File: src/rtl/draw_pkg.sv
// ---------------------------------------------------------------------------
// draw_pkg: shared definitions for the VGA drawing-path blocks.
//   - draw_state_e : blitter FSM state encoding (IDLE, RUN, DRAIN, DONE)
//   - default screen geometry and bus widths for a 320x240, 3-bit colour
//     VGA adapter
//   - colour constants, including the default transparent key colour
//   - cnt_bits()   : counter width for a 0..n-1 range, never less than 1
// ---------------------------------------------------------------------------
package draw_pkg;

  typedef enum logic [1:0] {
    ST_IDLE  = 2'd0,
    ST_RUN   = 2'd1,
    ST_DRAIN = 2'd2,
    ST_DONE  = 2'd3
  } draw_state_e;

  localparam int SCREEN_W_DEF    = 320;
  localparam int SCREEN_H_DEF    = 240;
  localparam int X_BITS_DEF      = 9;
  localparam int Y_BITS_DEF      = 8;
  localparam int COLOUR_BITS_DEF = 3;

  localparam logic [2:0] COLOUR_BLACK = 3'd0;
  localparam logic [2:0] COLOUR_WHITE = 3'd7;

  // Black is the background colour, so it doubles as the default key.
  localparam int KEY_COLOUR_DEF = int'(COLOUR_BLACK);

  // Width of a counter spanning 0..n-1; a 1-wide range still needs 1 bit.
  function automatic int cnt_bits(input int n);
    if (n > 1) begin
      return $clog2(n);
    end else begin
      return 1;
    end
  endfunction

endpackage

File: src/rtl/draw_scan_counter.sv
// ---------------------------------------------------------------------------
// draw_scan_counter: raster scan counter for an IMG_W x IMG_H image.
//   cx runs fastest, cy steps when cx wraps, and address tracks
//   cy*IMG_W + cx as a plain incrementing counter (no multiplier).
// Ports:
//   clock_all  in   system clock, rising edge
//   reset_all  in   synchronous active-high reset
//   clear      in   restart the scan at pixel 0 on the next edge
//   advance    in   step to the next pixel on the next edge
//   cx, cy     out  current pixel coordinates inside the image
//   address    out  linear pixel index (registered)
//   last       out  current pixel is the bottom-right one
// ---------------------------------------------------------------------------
module draw_scan_counter
  import draw_pkg::*;
#(
  parameter int IMG_W     = 320,
  parameter int IMG_H     = 240,
  parameter int ADDR_BITS = 17
) (
  input  logic                           clock_all,
  input  logic                           reset_all,
  input  logic                           clear,
  input  logic                           advance,
  output logic [cnt_bits(IMG_W)-1:0]     cx,
  output logic [cnt_bits(IMG_H)-1:0]     cy,
  output logic [ADDR_BITS-1:0]           address,
  output logic                           last
);

  localparam int CX_BITS = cnt_bits(IMG_W);
  localparam int CY_BITS = cnt_bits(IMG_H);
  localparam logic [CX_BITS-1:0] CX_MAX = CX_BITS'(IMG_W - 1);
  localparam logic [CY_BITS-1:0] CY_MAX = CY_BITS'(IMG_H - 1);

  logic cx_end_s;
  logic cy_end_s;

  assign cx_end_s = (cx == CX_MAX);
  assign cy_end_s = (cy == CY_MAX);
  assign last     = cx_end_s & cy_end_s;

  // Raster stepping: cx wraps into cy; the whole scan wraps back to pixel 0.
  always_ff @(posedge clock_all) begin
    if (reset_all || clear) begin
      cx      <= '0;
      cy      <= '0;
      address <= '0;
    end else if (advance) begin
      if (cx_end_s) begin
        cx <= '0;
        if (cy_end_s) begin
          cy      <= '0;
          address <= '0;
        end else begin
          cy      <= cy + 1'b1;
          address <= address + 1'b1;
        end
      end else begin
        cx      <= cx + 1'b1;
        address <= address + 1'b1;
      end
    end
  end

endmodule

File: src/rtl/draw_sprite.sv
// ---------------------------------------------------------------------------
// draw_sprite: image blitter for the VGA drawing path.
//   On an accepted start it reads an IMG_W x IMG_H image from an external
//   ROM (one address per clock) and emits screen coordinates, colour and a
//   plot strobe aligned to the ROM read latency. Pixels falling off the
//   visible screen keep their slot but are not plotted.
// Optional feature (macro DRAW_SPRITE_TRANSPARENT_EN): pixels whose colour
//   equals KEY_COLOUR are not plotted; timing is unchanged.
// Ports:
//   clock_all    in   system clock, rising edge
//   reset_all    in   synchronous active-high reset (beats everything)
//   start        in   draw request, only looked at while idle
//   x_, y_       in   image origin, captured when start is accepted
//   rom_address  out  ROM read address (registered)
//   rom_q        in   ROM data, ROM_LATENCY clocks after its address
//   out_x/out_y  out  pixel screen coordinates (hold between pixels)
//   out_colour   out  pixel colour straight from rom_q (hold between pixels)
//   plot         out  frame-buffer write strobe
//   busy         out  high from accepted start through the done cycle
//   done         out  one-cycle pulse after the last pixel slot
// ---------------------------------------------------------------------------
module draw_sprite
  import draw_pkg::*;
#(
  parameter int IMG_W       = 320,
  parameter int IMG_H       = 240,
  parameter int SCREEN_W    = SCREEN_W_DEF,
  parameter int SCREEN_H    = SCREEN_H_DEF,
  parameter int X_BITS      = X_BITS_DEF,
  parameter int Y_BITS      = Y_BITS_DEF,
  parameter int COLOUR_BITS = COLOUR_BITS_DEF,
  parameter int ADDR_BITS   = 17,
  parameter int ROM_LATENCY = 1,
  parameter int KEY_COLOUR  = KEY_COLOUR_DEF
) (
  input  logic                   clock_all,
  input  logic                   reset_all,
  input  logic                   start,
  input  logic [X_BITS-1:0]      x_,
  input  logic [Y_BITS-1:0]      y_,
  output logic [ADDR_BITS-1:0]   rom_address,
  input  logic [COLOUR_BITS-1:0] rom_q,
  output logic [X_BITS-1:0]      out_x,
  output logic [Y_BITS-1:0]      out_y,
  output logic [COLOUR_BITS-1:0] out_colour,
  output logic                   plot,
  output logic                   busy,
  output logic                   done
);

  localparam int CX_BITS    = cnt_bits(IMG_W);
  localparam int CY_BITS    = cnt_bits(IMG_H);
  // One spare bit so origin + offset never overflows before the clip test.
  localparam int XS_BITS    = ((X_BITS > CX_BITS) ? X_BITS : CX_BITS) + 1;
  localparam int YS_BITS    = ((Y_BITS > CY_BITS) ? Y_BITS : CY_BITS) + 1;
  localparam int DRAIN_BITS = cnt_bits(ROM_LATENCY);
  localparam int LAST       = ROM_LATENCY - 1;
  localparam logic [COLOUR_BITS-1:0] KEY_S = COLOUR_BITS'(KEY_COLOUR);

  draw_state_e            state_r;
  draw_state_e            state_next_s;
  logic [X_BITS-1:0]      origin_x_r;
  logic [Y_BITS-1:0]      origin_y_r;
  logic [DRAIN_BITS-1:0]  drain_cnt_r;
  logic                   accept_s;
  logic                   issue_s;
  logic                   last_s;
  logic [CX_BITS-1:0]     cx_s;
  logic [CY_BITS-1:0]     cy_s;
  logic [XS_BITS-1:0]     x_sum_s;
  logic [YS_BITS-1:0]     y_sum_s;
  logic                   on_screen_s;
  logic                   busy_r;
  logic                   done_r;
  logic [COLOUR_BITS-1:0] colour_hold_r;

  // Coordinate pipeline, stage LAST lines up with rom_q.
  logic                   pipe_valid_r [ROM_LATENCY];
  logic                   pipe_ok_r    [ROM_LATENCY];
  logic [X_BITS-1:0]      pipe_x_r     [ROM_LATENCY];
  logic [Y_BITS-1:0]      pipe_y_r     [ROM_LATENCY];

  assign accept_s = (state_r == ST_IDLE) && start;
  assign issue_s  = (state_r == ST_RUN);

  draw_scan_counter #(
    .IMG_W     (IMG_W),
    .IMG_H     (IMG_H),
    .ADDR_BITS (ADDR_BITS)
  ) u_scan (
    .clock_all (clock_all),
    .reset_all (reset_all),
    .clear     (accept_s),
    .advance   (issue_s),
    .cx        (cx_s),
    .cy        (cy_s),
    .address   (rom_address),
    .last      (last_s)
  );

  // Clip on the untruncated sum so coordinates that wrap are never plotted.
  assign x_sum_s     = XS_BITS'(origin_x_r) + XS_BITS'(cx_s);
  assign y_sum_s     = YS_BITS'(origin_y_r) + YS_BITS'(cy_s);
  assign on_screen_s = (int'(x_sum_s) < SCREEN_W) && (int'(y_sum_s) < SCREEN_H);

  // Next-state logic of the draw sequencer.
  always_comb begin
    state_next_s = state_r;
    case (state_r)
      ST_IDLE: begin
        if (start) begin
          state_next_s = ST_RUN;
        end else begin
          state_next_s = ST_IDLE;
        end
      end
      ST_RUN: begin
        if (last_s) begin
          state_next_s = ST_DRAIN;
        end else begin
          state_next_s = ST_RUN;
        end
      end
      // DRAIN lasts ROM_LATENCY cycles so DONE follows the last plot slot.
      ST_DRAIN: begin
        if (drain_cnt_r == DRAIN_BITS'(ROM_LATENCY - 1)) begin
          state_next_s = ST_DONE;
        end else begin
          state_next_s = ST_DRAIN;
        end
      end
      ST_DONE: state_next_s = ST_IDLE;
      default: state_next_s = ST_IDLE;
    endcase
  end

  // State register plus registered busy/done decoded from the next state.
  always_ff @(posedge clock_all) begin
    if (reset_all) begin
      state_r <= ST_IDLE;
      busy_r  <= 1'b0;
      done_r  <= 1'b0;
    end else begin
      state_r <= state_next_s;
      busy_r  <= (state_next_s != ST_IDLE);
      done_r  <= (state_next_s == ST_DONE);
    end
  end

  // Cycles spent in DRAIN so far.
  always_ff @(posedge clock_all) begin
    if (reset_all) begin
      drain_cnt_r <= '0;
    end else if (state_r == ST_DRAIN) begin
      drain_cnt_r <= drain_cnt_r + 1'b1;
    end else begin
      drain_cnt_r <= '0;
    end
  end

  // Image origin captured on the accepted start.
  always_ff @(posedge clock_all) begin
    if (reset_all) begin
      origin_x_r <= '0;
      origin_y_r <= '0;
    end else if (accept_s) begin
      origin_x_r <= x_;
      origin_y_r <= y_;
    end
  end

  // Shift (coords, clip result, valid) along with the ROM read latency;
  // coordinates only move with a valid pixel so outputs hold in gaps.
  always_ff @(posedge clock_all) begin
    if (reset_all) begin
      for (int i = 0; i < ROM_LATENCY; i++) begin
        pipe_valid_r[i] <= 1'b0;
        pipe_ok_r[i]    <= 1'b0;
        pipe_x_r[i]     <= '0;
        pipe_y_r[i]     <= '0;
      end
    end else begin
      pipe_valid_r[0] <= issue_s;
      pipe_ok_r[0]    <= issue_s & on_screen_s;
      if (issue_s) begin
        pipe_x_r[0] <= x_sum_s[X_BITS-1:0];
        pipe_y_r[0] <= y_sum_s[Y_BITS-1:0];
      end
      for (int i = 1; i < ROM_LATENCY; i++) begin
        pipe_valid_r[i] <= pipe_valid_r[i-1];
        pipe_ok_r[i]    <= pipe_ok_r[i-1];
        if (pipe_valid_r[i-1]) begin
          pipe_x_r[i] <= pipe_x_r[i-1];
          pipe_y_r[i] <= pipe_y_r[i-1];
        end
      end
    end
  end

  // Last pixel colour, shown while no pixel is in flight.
  always_ff @(posedge clock_all) begin
    if (reset_all) begin
      colour_hold_r <= '0;
    end else if (pipe_valid_r[LAST]) begin
      colour_hold_r <= rom_q;
    end
  end

  assign out_x      = pipe_x_r[LAST];
  assign out_y      = pipe_y_r[LAST];
  assign out_colour = pipe_valid_r[LAST] ? rom_q : colour_hold_r;
  assign busy       = busy_r;
  assign done       = done_r;

`ifdef DRAW_SPRITE_TRANSPARENT_EN
  assign plot = pipe_ok_r[LAST] & (rom_q != KEY_S);
`else
  logic unused_key_s;
  assign unused_key_s = ^KEY_S;
  assign plot = pipe_ok_r[LAST];
`endif

endmodule

File: config.mk
export PLATFORM = sky130hd
export DESIGN_NAME = draw_sprite
export DESIGN_NICKNAME = d
export VERILOG_FILES = /design/src/rtl/draw_pkg.sv /design/src/rtl/draw_scan_counter.sv /design/src/rtl/draw_sprite.sv
export SDC_FILE = /design/constraint.sdc
export NUM_CORES = 1
export LEC_CHECK = 0
export CAP_MARGIN = 10
export CORE_MARGIN = 5
export CORE_UTILIZATION = 24
export DETAILED_ROUTE_END_ITERATION = 12
export PLACE_DENSITY = 0.54
export SLEW_MARGIN = 20
export SYNTH_ARGS = -nofsm -noshare
export SYNTH_HDL_FRONTEND = slang
export SYNTH_SLANG_ARGS = --single-unit
File: constraint.sdc
create_clock -name clock_all -period 6.1 [get_ports clock_all]
set_clock_uncertainty 0.1 [all_clocks]
set_input_delay 1.22 -clock clock_all [delete_from_list [all_inputs] [get_ports clock_all]]
set_output_delay 1.22 -clock clock_all [all_outputs]
set_load 0.1 [all_outputs]
======== Word level (Yosys, flattened, before mapping) ========
Memories as Yosys holds them, arrays and structs flattened.
Cells that the tools add are included.
Widths: inputs -> output; s select.
word-level totals
  bits in registers ....................... 59
  bits in writable memories ............... 19
  input bits .............................. 23
  output and inout bits ................... 40
  logic and storage cells ................. 65
  memories kept ........................... 4
memory list
  name          depth  width  read ports  clocked after Yosys merged registers in  wr ports  RTL line           text
  pipe_x_r      1      9      1           0                                        1         draw_sprite.sv:80  logic [X_BITS-1:0] pipe_x_r [ROM_LATENCY];
  pipe_y_r      1      8      1           0                                        1         draw_sprite.sv:81  logic [Y_BITS-1:0] pipe_y_r [ROM_LATENCY];
  pipe_ok_r     1      1      1           0                                        1         draw_sprite.sv:79  logic pipe_ok_r [ROM_LATENCY];
  pipe_valid_r  1      1      1           0                                        1         draw_sprite.sv:78  logic pipe_valid_r [ROM_LATENCY];
cells by class
  add/subtract/negate cells ............... 6
  magnitude comparators ................... 2
  equality and inequality tests ........... 6
  muxes and demuxes ....................... 23
  bitwise logic cells ..................... 3
  reductions and logical operators ........ 11
operator list
  operator               number
  $mux 17                2
  $mux 9                 2
  $add 17x1->17 const B  1
  $mux 8                 2
  $mux 1                 14
  $add 9x9->10           1
  $lt 10x9->1 const B    1
  $add 8x8->9            1
  $add 9x1->9 const B    1
  $eq 9x9->1 const B     1
  $lt 9x8->1 const B     1
  $reduce_or 9->1        1
  $add 8x1->8 const B    1
  $eq 8x8->1 const B     1
  $pmux 2 s4             1
  $reduce_or 8->1        1
  $eq 2x2->1 const B     3
  $mux 3                 1
  $and 1x1->1            2
  $eq 2x1->1 const B     1
  $logic_and 1x1->1      2
  $logic_not 2->1        1
  $mux 2                 1
  $reduce_and 2->1       1
  6 further kinds        7

======== Depth between registers and ports, before layout ========
Gate-level depths: netlist of the first run.
  depth in word-level cells ............... 6
  gate-level depth with buffers ........... 9
  gate-level depth less buffers ........... 9

======== Cells and area by module ========
From an unflattened synthesis of the first run, not the netlist that was laid out.
second synthesis, totals
  cells, all modules ...................... 430
  area total of the unflattened synthesis .. 4032.6 sq um
modules (own cells, without submodules)
  module             instances  cells an instance  area an instance (sq um)  sequential area each (sq um)
  draw_sprite        1          238                2306.0                    1051.0
  draw_scan_counter  1          192                1726.7                    680.7

======== Worst setup path before layout of the first run ========
Ideal clock, no wire load.
  path kind ............................... input to output
  start point ............................. input rom_q[0]
  end point ............................... output out_colour[0]
  arrival time ............................ 1.698 ns
  required time ........................... 4.780 ns
  setup slack ............................. 3.082 ns
  stages on the path ...................... 1
  path buffers ............................ 0
  cells stage by stage .................... mux2_2
between the ends
  cells in the longest elaborated chain, start to end .. 1
ends and longest elaborated chain
  item         RTL line           text
  from (decl)  draw_sprite.sv:42  input logic [COLOUR_BITS-1:0] rom_q,
  $mux 3       n/a
  to (decl)    draw_sprite.sv:45  output logic [COLOUR_BITS-1:0] out_colour,
Every way passes these cells.

======== Worst setup path after layout of the first run ========
  start point ............................. input rom_q[2]
  end point ............................... output out_colour[2]
Same word-level chain as after synthesis.

==> results of run 1 <==
==> synthesized netlist by cell type (all sizes together) (2+ instances only) <==
cell type	n
dfxtp	61
nor2	56
nand2	51
a21oi	32
ha	20
xor2	20
edfxtp	17
xnor2	15
clkbuf	13
o21ai	13
nor3	11
nand3	10
nor2b	9
inv	8
nand4	8
nand2b	7
a211oi	6
or2	6
and2	5
a21o	4
or3	4
mux2	3
o21a	3
o21bai	3
o31a	3
a2111oi	2
and3	2
buf	2
fa	2
o211ai	2
==> report_power, final <==
group	total (mW)	leakage [nW]	internal, mW	switching, mW
Combinational	0.169	0.985	0.0488	0.121
Clock	0.465	0.126	0.271	0.194
Sequential	0.555	0.679	0.545	0.00986
Total	1.19	1.79	0.865	0.324
==> layer usage <==
| metal | vias up | share of wire | global-route usage |
|---|---|---|---|
| met5 | - | 0 | 0 |
| met4 | 0 | 0.013 | 0.0280 |
| met3 | 8 | 0.052 | 0.0334 |
| met2 | 69 | 0.45 | 0.155 |
| met1 | 1391 | 0.48 | 0.133 |
| li1 | 1547 | - | - |
==> kinds of logic after synthesis <==
kind of cell	Yosys count	share of synthesized area
xor+xnor	35	0.0811
buf+inv	23	0.0235
simple gates	178	0.229
flops	78	0.458
fa+ha+maj	22	0.0768
mux	4	0.0116
compound gates	73	0.120
==> critical path: stages <==
cell             delay (ns)
clkdlybuf4s50_1        0.46
mux2_2                 0.16
clkdlybuf4s50_1        1.14
==> worst max path at each step <==
stage               startpoint  slack [ns]             to  cells after the start
floorplan             rom_q[0]        3.08  out_colour[0]                      1
global placement      rom_q[1]        1.83  out_colour[1]                      3
detailed placement    rom_q[2]        1.79  out_colour[2]                      3
CTS                   rom_q[2]        1.79  out_colour[2]                      3
global route          rom_q[2]        1.76  out_colour[2]                      3
finish                rom_q[2]        1.80  out_colour[2]                      3
==> registers in the layout, summed over array words and instances, names as in the netlist, 2 cells and up <==
signal          flops
pipe_y_r            8
u_scan.cx           9
u_scan.address     17
u_scan.cy           8
origin_x_r          9
pipe_x_r            9
origin_y_r          8
state_r             2
colour_hold_r       3
==> through the flow <==
stage          worst slack [ns]  area, sq um
4_1_cts                    1.79         4880
3_3_place_gp               1.83         4630
5_1_grt                    1.76         4880
3_5_place_dp               1.79         4630
2_1_floorplan              3.08         3780
6_report                   1.80         4880
==> area by class of cell <==
type / count / area [sq um]
Fill cell: 1653 / 10400
Multi-Input combinational cell: 312 / 1960
Clock inverter: 3 / 15.0
Tap cell: 211 / 264
Clock buffer: 12 / 236
Timing Repair Buffer: 65 / 643
Antenna cell: 1 / 2.50
Sequential cell: 78 / 1730
Inverter: 8 / 30.0
==> impl_metrics.py, run 1 <==
metrics = {
    "run_status": {
        "outcome": "finished clean",
    },
    "sta": {
        "rsz0062_at_grt": "false",
        "max_clock_freq_mhz": 233,
        "max-slew-margin-rel": 0.338,
        "fin_hold_ws_ns": 0.363,
        "tightest_slew_ns": 0.989,
        "hold_viol_final": 0,
        "finalSetupTns_ns": 0,
        "fin_crit_ns": 4.30,
        "setup_violations": 0,
        "period_share": 0.705,
        "slew_viol_final": 0,
    },
    "grt": {
        "grt_max_degree": 29,
        "grt_pass1_wl_microns": 14600,
        "antenna_found_initial": 0,
        "grt_use_total": 0.0999,
        "grt_pass1_vias": 2980,
        "grt_overflow": 0,
    },
    "final_layout": {
        "final_common_cell": "clkdlybuf4s50_1",
        "final_cell_mix": "62 x clkdlybuf4s50_1, 61 x dfxtp_1, 56 x nor2_1",
        "drive_above_1_share": 0.0649,
        "area_growth_pct": 29.2,
        "final_cells": 690,
        "final_util": 0.319,
        "fin_nets": 519,
    },
    "drt": {
        "dr.first_iter.drc_count": 130,
        "drtAntennaViolNets": 0,
        "wl_microns": 8920,
        "routedWlPerCell_microns": 12.9,
        "first_pass_iters": 4,
        "drc": 0,
        "vias": 3015,
        "vias_per_cell": 4.37,
    },
    "power_and_ir_drop": {
        "leakage_nw": 1.79,
        "total_power_mw": 1.19,
        "p_per_area_nw_per_um2": 244,
        "vdd_ir_drop_max_mv": 0.145,
    },
    "floorplan": {
        "core-area_sq_um": 15300,
        "start_util": 0.247,
        "row_count": 45,
        "ios": 63,
        "dieWidth_microns": 135,
        "dieArea_sq_um": 18400,
        "die_h_microns": 135,
    },
    "critical_path": {
        "path_max_fanout": 2,
        "ff2ff_path_depth": 8,
        "crit_arrival_ns": 2.98,
        "r2r_start": "u_scan.cx[0]$_SDFFE_PP0P_",
        "crit_required_ns": 4.78,
        "critPathKind": "in -> out",
        "r2r_end": "pipe_ok_r[0]$_SDFF_PP0_",
        "worst-r2r-setup-slack_ns": 3.28,
        "worst_setup_path_start_kind": "input pin",
        "crit_path_end_kind": "output pin",
    },
    "worst_hold_path": {
        "whs_endpoint": "origin_y_r[0]$_SDFFE_PP0P_",
        "min_path_cells": 2,
        "hp-class": "reg -> reg",
        "hold_start": "origin_y_r[0]$_SDFFE_PP0P_",
    },
    "placed_design": {
        "placed_cells": 674,
        "dp_hpwl_microns": 6780,
        "io_buffers": 62,
        "place_congestion": 0.839,
    },
    "synth": {
        "synthFlopType": "dfxtp_1",
        "syn_nets": 458,
        "ys_top_cells_by_area": "dfxtp_1 32%, edfxtp_1 14%, ha_1 6.6%",
        "synth.distinct_cells": 50,
        "synth_warnings": 0,
        "ys_ff_latch": 78,
        "synth_area_leader_cell": "dfxtp_1",
        "ys_async_sr_fraction": 0,
        "synth_edf_count": 17,
        "synth_area_sq_um": 3780,
        "synth_top_area_frac": 0.323,
        "yosysSeqAreaShare": 0.458,
        "syn_avg_cell_area_sq_um": 9.15,
        "synth_cells": 413,
    },
    "cts": {
        "htree_levels": 3,
        "cts_hold_buf": 0,
        "cts-resized-gates": 0,
        "numCtsBuffers": 9,
        "cts.sink_count": 78,
        "clk_latency_ns": 0.33,
        "cts-root-buf": "clkbuf_16",
        "cts_tree": "built",
        "clock_path_buffers": 2,
        "clk_pin_slew_ns": 0.05,
        "post_cts_buffers": 0,
    },
    "run": {
        "cap_violations": 0,
    },
}
(Power assumes the default switching activity.)
==> inputs of run 2 (changes only) <==
PLACE_DENSITY = 0.56   (was 0.54)
clock period = 3.6 ns   (was 6.1 ns; I/O delays follow)
==> run 2 against run 1 <==
First-iteration DRC count increased by 34%. Utilization increased by 0.32 points. Via count decreased by 0.86%. Power increased by 85%. Highest routed layer unchanged.
==> impl_metrics.py, run 2 (synthesized netlist as in run 1, its figures left out) <==
metrics = {
    "run_status": {
        "outcome": "finished clean",
    },
    "sta": {
        "period_share": 0.764,
        "tightest_slew_ns": 0.980,
        "rsz0062_at_grt": "false",
        "hold_viol_final": 0,
        "max-slew-margin-rel": 0.345,
        "slew_viol_final": 0,
        "max_clock_freq_mhz": 363,
        "finalSetupTns_ns": 0,
        "fin_hold_ws_ns": 0.354,
        "setup_violations": 0,
        "fin_crit_ns": 2.75,
    },
    "grt": {
        "grt_pass1_vias": 2996,
        "grt_use_total": 0.101,
        "grt_max_degree": 20,
        "grt_overflow": 0,
        "grt_pass1_wl_microns": 14700,
        "antenna_found_initial": 0,
    },
    "power_and_ir_drop": {
        "switching_share": 0.259,
        "leakage_nw": 1.88,
        "internal_power_mw": 1.63,
        "combPwrFrac": 0.131,
        "power_frac_seq": 0.428,
        "p_per_area_nw_per_um2": 446,
        "vdd_ir_drop_max_mv": 0.200,
        "p_sw_mw": 0.569,
        "total_power_mw": 2.20,
        "power_frac_clock": 0.441,
    },
    "final_layout": {
        "final_util": 0.322,
        "regMostFlops": "u_scan.address",
        "largest_reg_flops": 17,
        "drive_above_1_share": 0.126,
        "final_common_cell": "dfxtp_1",
        "final_cell_mix": "61 x dfxtp_1, 56 x nor2_1, 51 x nand2_1",
        "fin_nets": 523,
        "area_growth_pct": 30.5,
        "antenna_cells": 0,
    },
    "floorplan": {
        "dieWidth_microns": 135,
        "dieArea_sq_um": 18400,
        "core-area_sq_um": 15300,
        "start_util": 0.247,
        "die_h_microns": 135,
        "ios": 63,
        "row_count": 45,
    },
    "critical_path": {
        "crit_path_end_kind": "register",
        "r2r_end": "pipe_ok_r[0]$_SDFF_PP0_",
        "crit_arrival_ns": 2.93,
        "crit_required_ns": 3.78,
        "critPathKind": "reg -> reg",
        "r2r_start": "u_scan.cx[0]$_SDFFE_PP0P_",
        "worst-r2r-setup-slack_ns": 0.85,
        "worst_setup_path_start_kind": "register",
        "path_max_fanout": 6,
        "ff2ff_path_depth": 8,
    },
    "placed_design": {
        "place_congestion": 0.754,
        "io_buffers": 62,
        "dp_hpwl_microns": 6990,
    },
    "drt": {
        "first_pass_iters": 4,
        "vias": 2989,
        "dr.first_iter.drc_count": 174,
        "routedWlPerCell_microns": 12.8,
        "vias_per_cell": 4.31,
        "drc": 0,
        "wl_microns": 8890,
        "drtAntennaViolNets": 0,
    },
    "cts": {
        "cts-root-buf": "clkbuf_16",
        "post_cts_buffers": 0,
        "htree_levels": 3,
        "clock_path_buffers": 2,
        "cts.sink_count": 78,
        "cts-resized-gates": 0,
        "clk_pin_slew_ns": 0.06,
        "numCtsBuffers": 9,
        "clk_latency_ns": 0.34,
        "cts_hold_buf": 0,
        "cts_tree": "built",
    },
    "worst_hold_path": {
        "min_path_cells": 1,
        "whs_endpoint": "drain_cnt_r$_SDFF_PP0_",
        "hold_start": "drain_cnt_r$_SDFF_PP0_",
        "hp-class": "reg -> reg",
    },
    "run": {
        "cap_violations": 0,
    },
}
run 2: area by class of cell:
type | instances | area, sq um
clock inverters | 4 | 51.3
well taps | 211 | 264
repair buffers | 69 | 616
fillers | 1603 | 10400
multi-input cells | 312 | 1960
flip-flops and latches | 78 | 1730
clock buffers | 12 | 279
inverters | 8 | 30.0
run 2: per-stage QoR:
step           area [sq um]  std cells  setup slack (ns)
2_1_floorplan          3780        413              1.14
3_3_place_gp           4600        678             0.933
3_5_place_dp           4600        678             0.843
4_1_cts                4930        694             0.825
5_1_grt                4930        694             0.584
6_report               4930        694             0.849
run 2: worst max-delay path, cell delays in order (launching register included):
cell       delay (ns)
dfxtp_1          0.43
ha_1             0.23
inv_1            0.06
fa_1             0.38
nor2b_1          0.20
o31a_1           0.22
or4b_1           0.46
a2111oi_0        0.44
o31a_1           0.19
run 2: power groups by stage:
| stage | Sequential (mW) | Combinational (mW) | Clock, mW |
|---|---|---|---|
| floorplan | 1.06 | 0.0997 | 0 |
| global placement | 0.959 | 0.289 | 0 |
| detailed placement | 0.959 | 0.291 | 0 |
| CTS | 0.940 | 0.292 | 0.995 |
| global route | 0.943 | 0.308 | 1.03 |
| finish | 0.940 | 0.289 | 0.969 |
run 2: worst max-delay path by stage:
stage                                    startpoint                              end  slack (ns)  depth (start not counted)
after floorplan           u_scan.cx[0]$_SDFFE_PP0P_          pipe_ok_r[0]$_SDFF_PP0_        1.14                          8
after detailed placement      state_r[1]$_SDFF_PP0_  u_scan.address[16]$_SDFFE_PP0P_        0.84                          6
final                     u_scan.cx[0]$_SDFFE_PP0P_          pipe_ok_r[0]$_SDFF_PP0_        0.85                          8
after CTS                     state_r[1]$_SDFF_PP0_  u_scan.address[16]$_SDFFE_PP0P_        0.82                          6
after global routing          state_r[0]$_SDFF_PP0_  u_scan.address[16]$_SDFFE_PP0P_        0.58                          6
after global placement        state_r[1]$_SDFF_PP0_        u_scan.cy[0]$_SDFFE_PP0P_        0.93                          6
run 2: per-layer routing:
layer,GRT usage,part of all wire,vias to the layer above
met5,0,0,-
met4,0.0280,0.0098,0
met3,0.0364,0.058,9
met2,0.160,0.45,70
met1,0.130,0.49,1353
li1,-,-,1557
